==> src/rtl/uart_rx_fifo.sv <==
// Receive buffer behind the UART receiver: circular FIFO of {break, payload} words
// with a first-word-fall-through read port, level/threshold reporting and sticky overflow.
module uart_rx_fifo #(
  parameter int PAYLOAD_BITS = 8,
  parameter int DEPTH        = 16,
  parameter int THRESHOLD    = 8
) (
  input  logic                     clk,
  input  logic                     resetn,
  input  logic                     rx_valid,
  input  logic [PAYLOAD_BITS-1:0]  rx_data,
  input  logic                     rx_break,
  input  logic                     flush,
  input  logic                     rd_ready,
  output logic                     rd_valid,
  output logic [PAYLOAD_BITS-1:0]  rd_data,
  output logic                     rd_break,
  output logic [$clog2(DEPTH):0]   level,
  output logic                     full,
  output logic                     empty,
  output logic                     irq_thresh,
  output logic                     overflow,
  input  logic                     ovf_clear
);

  localparam int AW = $clog2(DEPTH);
  localparam int PW = AW + 1;
  localparam logic [PW-1:0] DEPTH_L  = PW'(DEPTH);
  localparam logic [PW-1:0] THRESH_L = PW'(THRESHOLD);

  logic [PAYLOAD_BITS:0] mem [DEPTH];
  logic [PW-1:0]         wr_ptr;
  logic [PW-1:0]         rd_ptr;
  logic [PAYLOAD_BITS:0] head;
  logic                  pop;
  logic                  push;
  logic                  drop;

  // Pointer difference with a wrap bit distinguishes full from empty.
  assign level      = wr_ptr - rd_ptr;
  assign full       = (level == DEPTH_L);
  assign empty      = (level == '0);
  assign irq_thresh = (level >= THRESH_L);
  assign rd_valid   = !empty;

  assign head     = mem[rd_ptr[AW-1:0]];
  assign rd_data  = rd_valid ? head[PAYLOAD_BITS-1:0] : '0;
  assign rd_break = rd_valid ? head[PAYLOAD_BITS] : 1'b0;

  // A pop while full frees the slot being written, so that word is still accepted.
  assign pop  = rd_valid & rd_ready & !flush;
  assign push = rx_valid & (!full | (rd_valid & rd_ready)) & !flush;
  assign drop = rx_valid & full & !(rd_valid & rd_ready) & !flush;

  always_ff @(posedge clk) begin
    if (push) begin
      mem[wr_ptr[AW-1:0]] <= {rx_break, rx_data};
    end
  end

  always_ff @(posedge clk or negedge resetn) begin
    if (!resetn) begin
      wr_ptr <= '0;
      rd_ptr <= '0;
    end else if (flush) begin
      rd_ptr <= wr_ptr;
    end else begin
      if (push) begin
        wr_ptr <= wr_ptr + 1'b1;
      end
      if (pop) begin
        rd_ptr <= rd_ptr + 1'b1;
      end
    end
  end

  // Setting beats clearing so a drop in the same cycle as ovf_clear is never lost.
  always_ff @(posedge clk or negedge resetn) begin
    if (!resetn) begin
      overflow <= 1'b0;
    end else if (drop) begin
      overflow <= 1'b1;
    end else if (ovf_clear) begin
      overflow <= 1'b0;
    end
  end

endmodule

==> config.mk <==
export PLATFORM = sky130hd
export DESIGN_NAME = uart_rx_fifo
export DESIGN_NICKNAME = d
export VERILOG_FILES = /design/src/rtl/uart_rx_fifo.sv
export SDC_FILE = /design/constraint.sdc
export NUM_CORES = 1
export LEC_CHECK = 0
export ABC_AREA = 1
export CAP_MARGIN = 20
export CORE_MARGIN = 2
export CORE_UTILIZATION = 60
export CTS_BUF_LIST = sky130_fd_sc_hd__clkbuf_16
export DETAILED_ROUTE_END_ITERATION = 8
export GPL_TIMING_DRIVEN = 0
export PLACE_DENSITY = 0.8
export REMOVE_ABC_BUFFERS = 1
export SYNTH_ARGS = -nofsm -noshare
export SYNTH_HDL_FRONTEND = slang
export SYNTH_SLANG_ARGS = --single-unit
==> constraint.sdc <==
create_clock -name clk -period 6 [get_ports clk]
set_clock_uncertainty 0.05 [all_clocks]
set_input_delay 0.6 -clock clk [delete_from_list [all_inputs] [get_ports clk]]
set_output_delay 0.6 -clock clk [all_outputs]
set_load 0.005 [all_outputs]
==> flow_metrics.env <==
export IMPL_post_cts_resized=0
export IMPL_post_cts_setup_buffers=0
export IMPL_cp_end_kind="primary output"
export IMPL_cp_slowest_cell="dfrtp_2"
export IMPL_netlist_area_um2=6860
export IMPL_p_per_area_nw_per_um2=492
export IMPL_crit_start="rd_ptr[1]$_DFFE_PN0P_"
export IMPL_start_kind="flip-flop"
export IMPL_area_growth_pct=14.1
export IMPL_r2r_cells=7
export IMPL_p_int_w=0.00247
export IMPL_setup_slack_ns=1.34
export IMPL_yosys_area_share_simple_pct=26.2
export IMPL_swShare_pct=35.7
export IMPL_power_leakage_nw=2.94
export IMPL_insertion_delay_ns=0.41
export IMPL_gr_total_overflow=0
export IMPL_ios=34
export IMPL_r2r_end="mem[0][1]$_DFFE_PP_"
export IMPL_dp_final_hpwl_um=9070
export IMPL_fin_area_um2=7820
export IMPL_synth_seq_area_share_pct=67.1
export IMPL_pre_cts_slack_ns=1.81
export IMPL_setup_violations=0
export IMPL_max_stage_delay_ns=0.94
export IMPL_hold_class="in -> async"
export IMPL_status="completed"
export IMPL_synth_warnings=0
export IMPL_drc_errors=0
export IMPL_place_area_um2=7240
export IMPL_fin_nets=690
export IMPL_slew_headroom_pct=28.0
export IMPL_vias=4835
export IMPL_pwr_share_comb_pct=36.9
export IMPL_syn_avg_cell_area_um2=10.7
export IMPL_finalSetupTns_ns=0
export IMPL_n_antenna_cell=0
export IMPL_whs_ns=0.482
export IMPL_min_period_ns=4.66
export IMPL_drt_iter0_drc=602
export IMPL_syn_inst=642
export IMPL_wire_per_inst_um=18.8
export IMPL_core_area_um2=11300
export IMPL_firstDrtPassIters=6
export IMPL_finalWirelength_um=15400
export IMPL_cp_max_fo=41
export IMPL_h_tree_depth=4
export IMPL_r2r_start="rd_ptr[1]$_DFFE_PN0P_"
export IMPL_mostFrequentLayoutCell="nand2_1"
export IMPL_crit_top_cell="inv_2"
export IMPL_irDropWorstVdd_mv=0.626
export IMPL_gp_congestion=0.840
export IMPL_synth_xor_area_share_pct=0.511
export IMPL_synthMuxAreaShare_pct=0
export IMPL_ys_types=27
export IMPL_critPathRequiredTime_ns=5.35
export IMPL_cts_tree="done"
export IMPL_ctsHoldBuffers=0
export IMPL_synth_compound_area_share_pct=0.657
export IMPL_worstSetupPathType="reg -> out"
export IMPL_clkSinkCount=155
export IMPL_grt_usage_pct=26.1
export IMPL_fin_crit_sh_pct=77.6
export IMPL_fill_cells=774
export IMPL_clkTransAtPathRegs_ns=0.06
export IMPL_via_per_inst=5.90
export IMPL_p_seq_share_pct=35.9
export IMPL_fmax_mhz=215
export IMPL_layout_common_cells="231 x nand2_1, 144 x edfxtp_1, 131 x nand3_1, 33 x clkdlybuf4s50_1, 22 x nor2_1"
export IMPL_drive_gt1_share_pct=8.73
export IMPL_maxCapViolCount=0
export IMPL_power_w=0.00385
export IMPL_regArea_um2=4600
export IMPL_crit_chain="inv_2 > fa_1 > or2_0 > nor2_2 > nand3_2 > inv_2 > nor2_1 > clkdlybuf4s50_1"
export IMPL_die_w_um=111
export IMPL_ys_seq_elements=155
export IMPL_start_util_pct=60.8
export IMPL_cts_buffers=17
export IMPL_grt_max_degree=55
export IMPL_worst_ep_arrival_time_ns=4.01
export IMPL_multi_input_area_um2=2010
export IMPL_antenna_left=0
export IMPL_cts_root_buf="clkbuf_16"
export IMPL_die_area_um2=12300
export IMPL_cts_path_max_buffers=2
export IMPL_grt_pass1_wl_um=24400
export IMPL_grt_pass1_vias=4824
export IMPL_antenna_found_initial=0
export IMPL_report_final_slew_viol_count=0
export IMPL_tightest_slew_ns=1.08
export IMPL_num_rows=39
export IMPL_yosys_area_share_adder_pct=1.93
export IMPL_p_sw_w=0.00138
export IMPL_port_buffer_count=33
export IMPL_die_h_um=111
export IMPL_timing_reg2reg_setup_slack_ns=1.82
export IMPL_clockPowerShare_pct=27.1
export IMPL_synth_top_family_by_area="simple AND/OR/NAND/NOR gates"
export IMPL_hold_violations=0
export IMPL_rsz0062_at_grt="no"
==> layout make-up <==
type                    instances  share of cell area, %
well taps                     143                   2.29
inverters                      22                   1.06
repair buffers                 35                   4.73
clock buffers                  17                   5.44
multi-input cells             434                   25.7
flip-flops and latches        155                   58.8
clock inverters                13                   1.97
==> worst max-delay path: cells and delay by family (launching register included) <==
kind | cells | cell delay [ns]
buffers and inverters | 3 | 1.27
adder cells (fa/ha/maj) | 1 | 0.65
flip-flops | 1 | 0.94
AND/OR/NAND/NOR | 4 | 0.71
==> layer usage <==
layer,track usage [%],vias up,part of all wire [%]
met5,0,-,0
met4,13.1,0,4.3
met3,5.80,57,9.7
met2,43.8,288,50
met1,32.0,2253,36
li1,-,2237,-
==> synth_stat cells <==
cell type    n  area share (%)
a21oi_1      2            0.15
buf_1        5            0.27
buf_2       13            0.95
buf_4        3            0.33
buf_6        1            0.16
buf_8        1            0.22
clkbuf_1     8            0.44
clkinv_1     1           0.055
dfrtp_1     11             4.0
edfxtp_1   144              63
fa_1         1            0.29
ha_1         9             1.6
inv_1       17            0.93
inv_2        4            0.22
nand2_1    231              13
nand2_2     10            0.91
nand2_4      1            0.16
nand3_1    131             9.6
nand3_2      1            0.15
nand4_1      1           0.091
nand4_4      1            0.31
nor2_1      22             1.2
nor2_2      11             1.0
o21ai_0      7            0.51
or2_0        1           0.091
or2_1        1           0.091
xor2_1       4            0.51
==> logic make-up after synthesis <==
kind of cell,Yosys count
AO/OA/AOI/OAI,9
buffers and inverters,53
XOR/XNOR,4
AND/OR/NAND/NOR,411
flip-flops,155
adder cells (fa/ha/maj),10
==> flip-flops by register name, summed over array words and instances, names as in the netlist <==
register,count
mem,144
rd_ptr,5
wr_ptr,5
overflow,1
==> through the flow <==
stage	cells	util [%]
finish	819	69.4
global route	819	69.4
CTS	819	69.4
detailed placement	789	64.3
global placement	787	63.9
floorplan	611	-
==> power groups by stage <==
stage	Sequential (W)	Combinational [W]	Clock [W]
4_1_cts	0.00138	0.00141	0.00105
5_1_grt	0.00139	0.00156	0.00110
2_1_floorplan	0.00138	0.000791	0
3_5_place_dp	0.00140	0.00138	0
6_report	0.00138	0.00142	0.00104
3_3_place_gp	0.00143	0.00130	0
==> how the worst max path moves through the flow <==
stage / to / slack, ns / cells past startpoint
after floorplan: mem[14][0]$_DFFE_PP_ / 2.24 / 8
after global placement: rd_data[6] / 0.62 / 8
after detailed placement: rd_break / 1.81 / 8
after CTS: rd_break / 1.39 / 8
after global routing: rd_data[2] / 1.19 / 8
final: rd_break / 1.34 / 8
No activity file was read; power rests on OpenSTA's default activity.
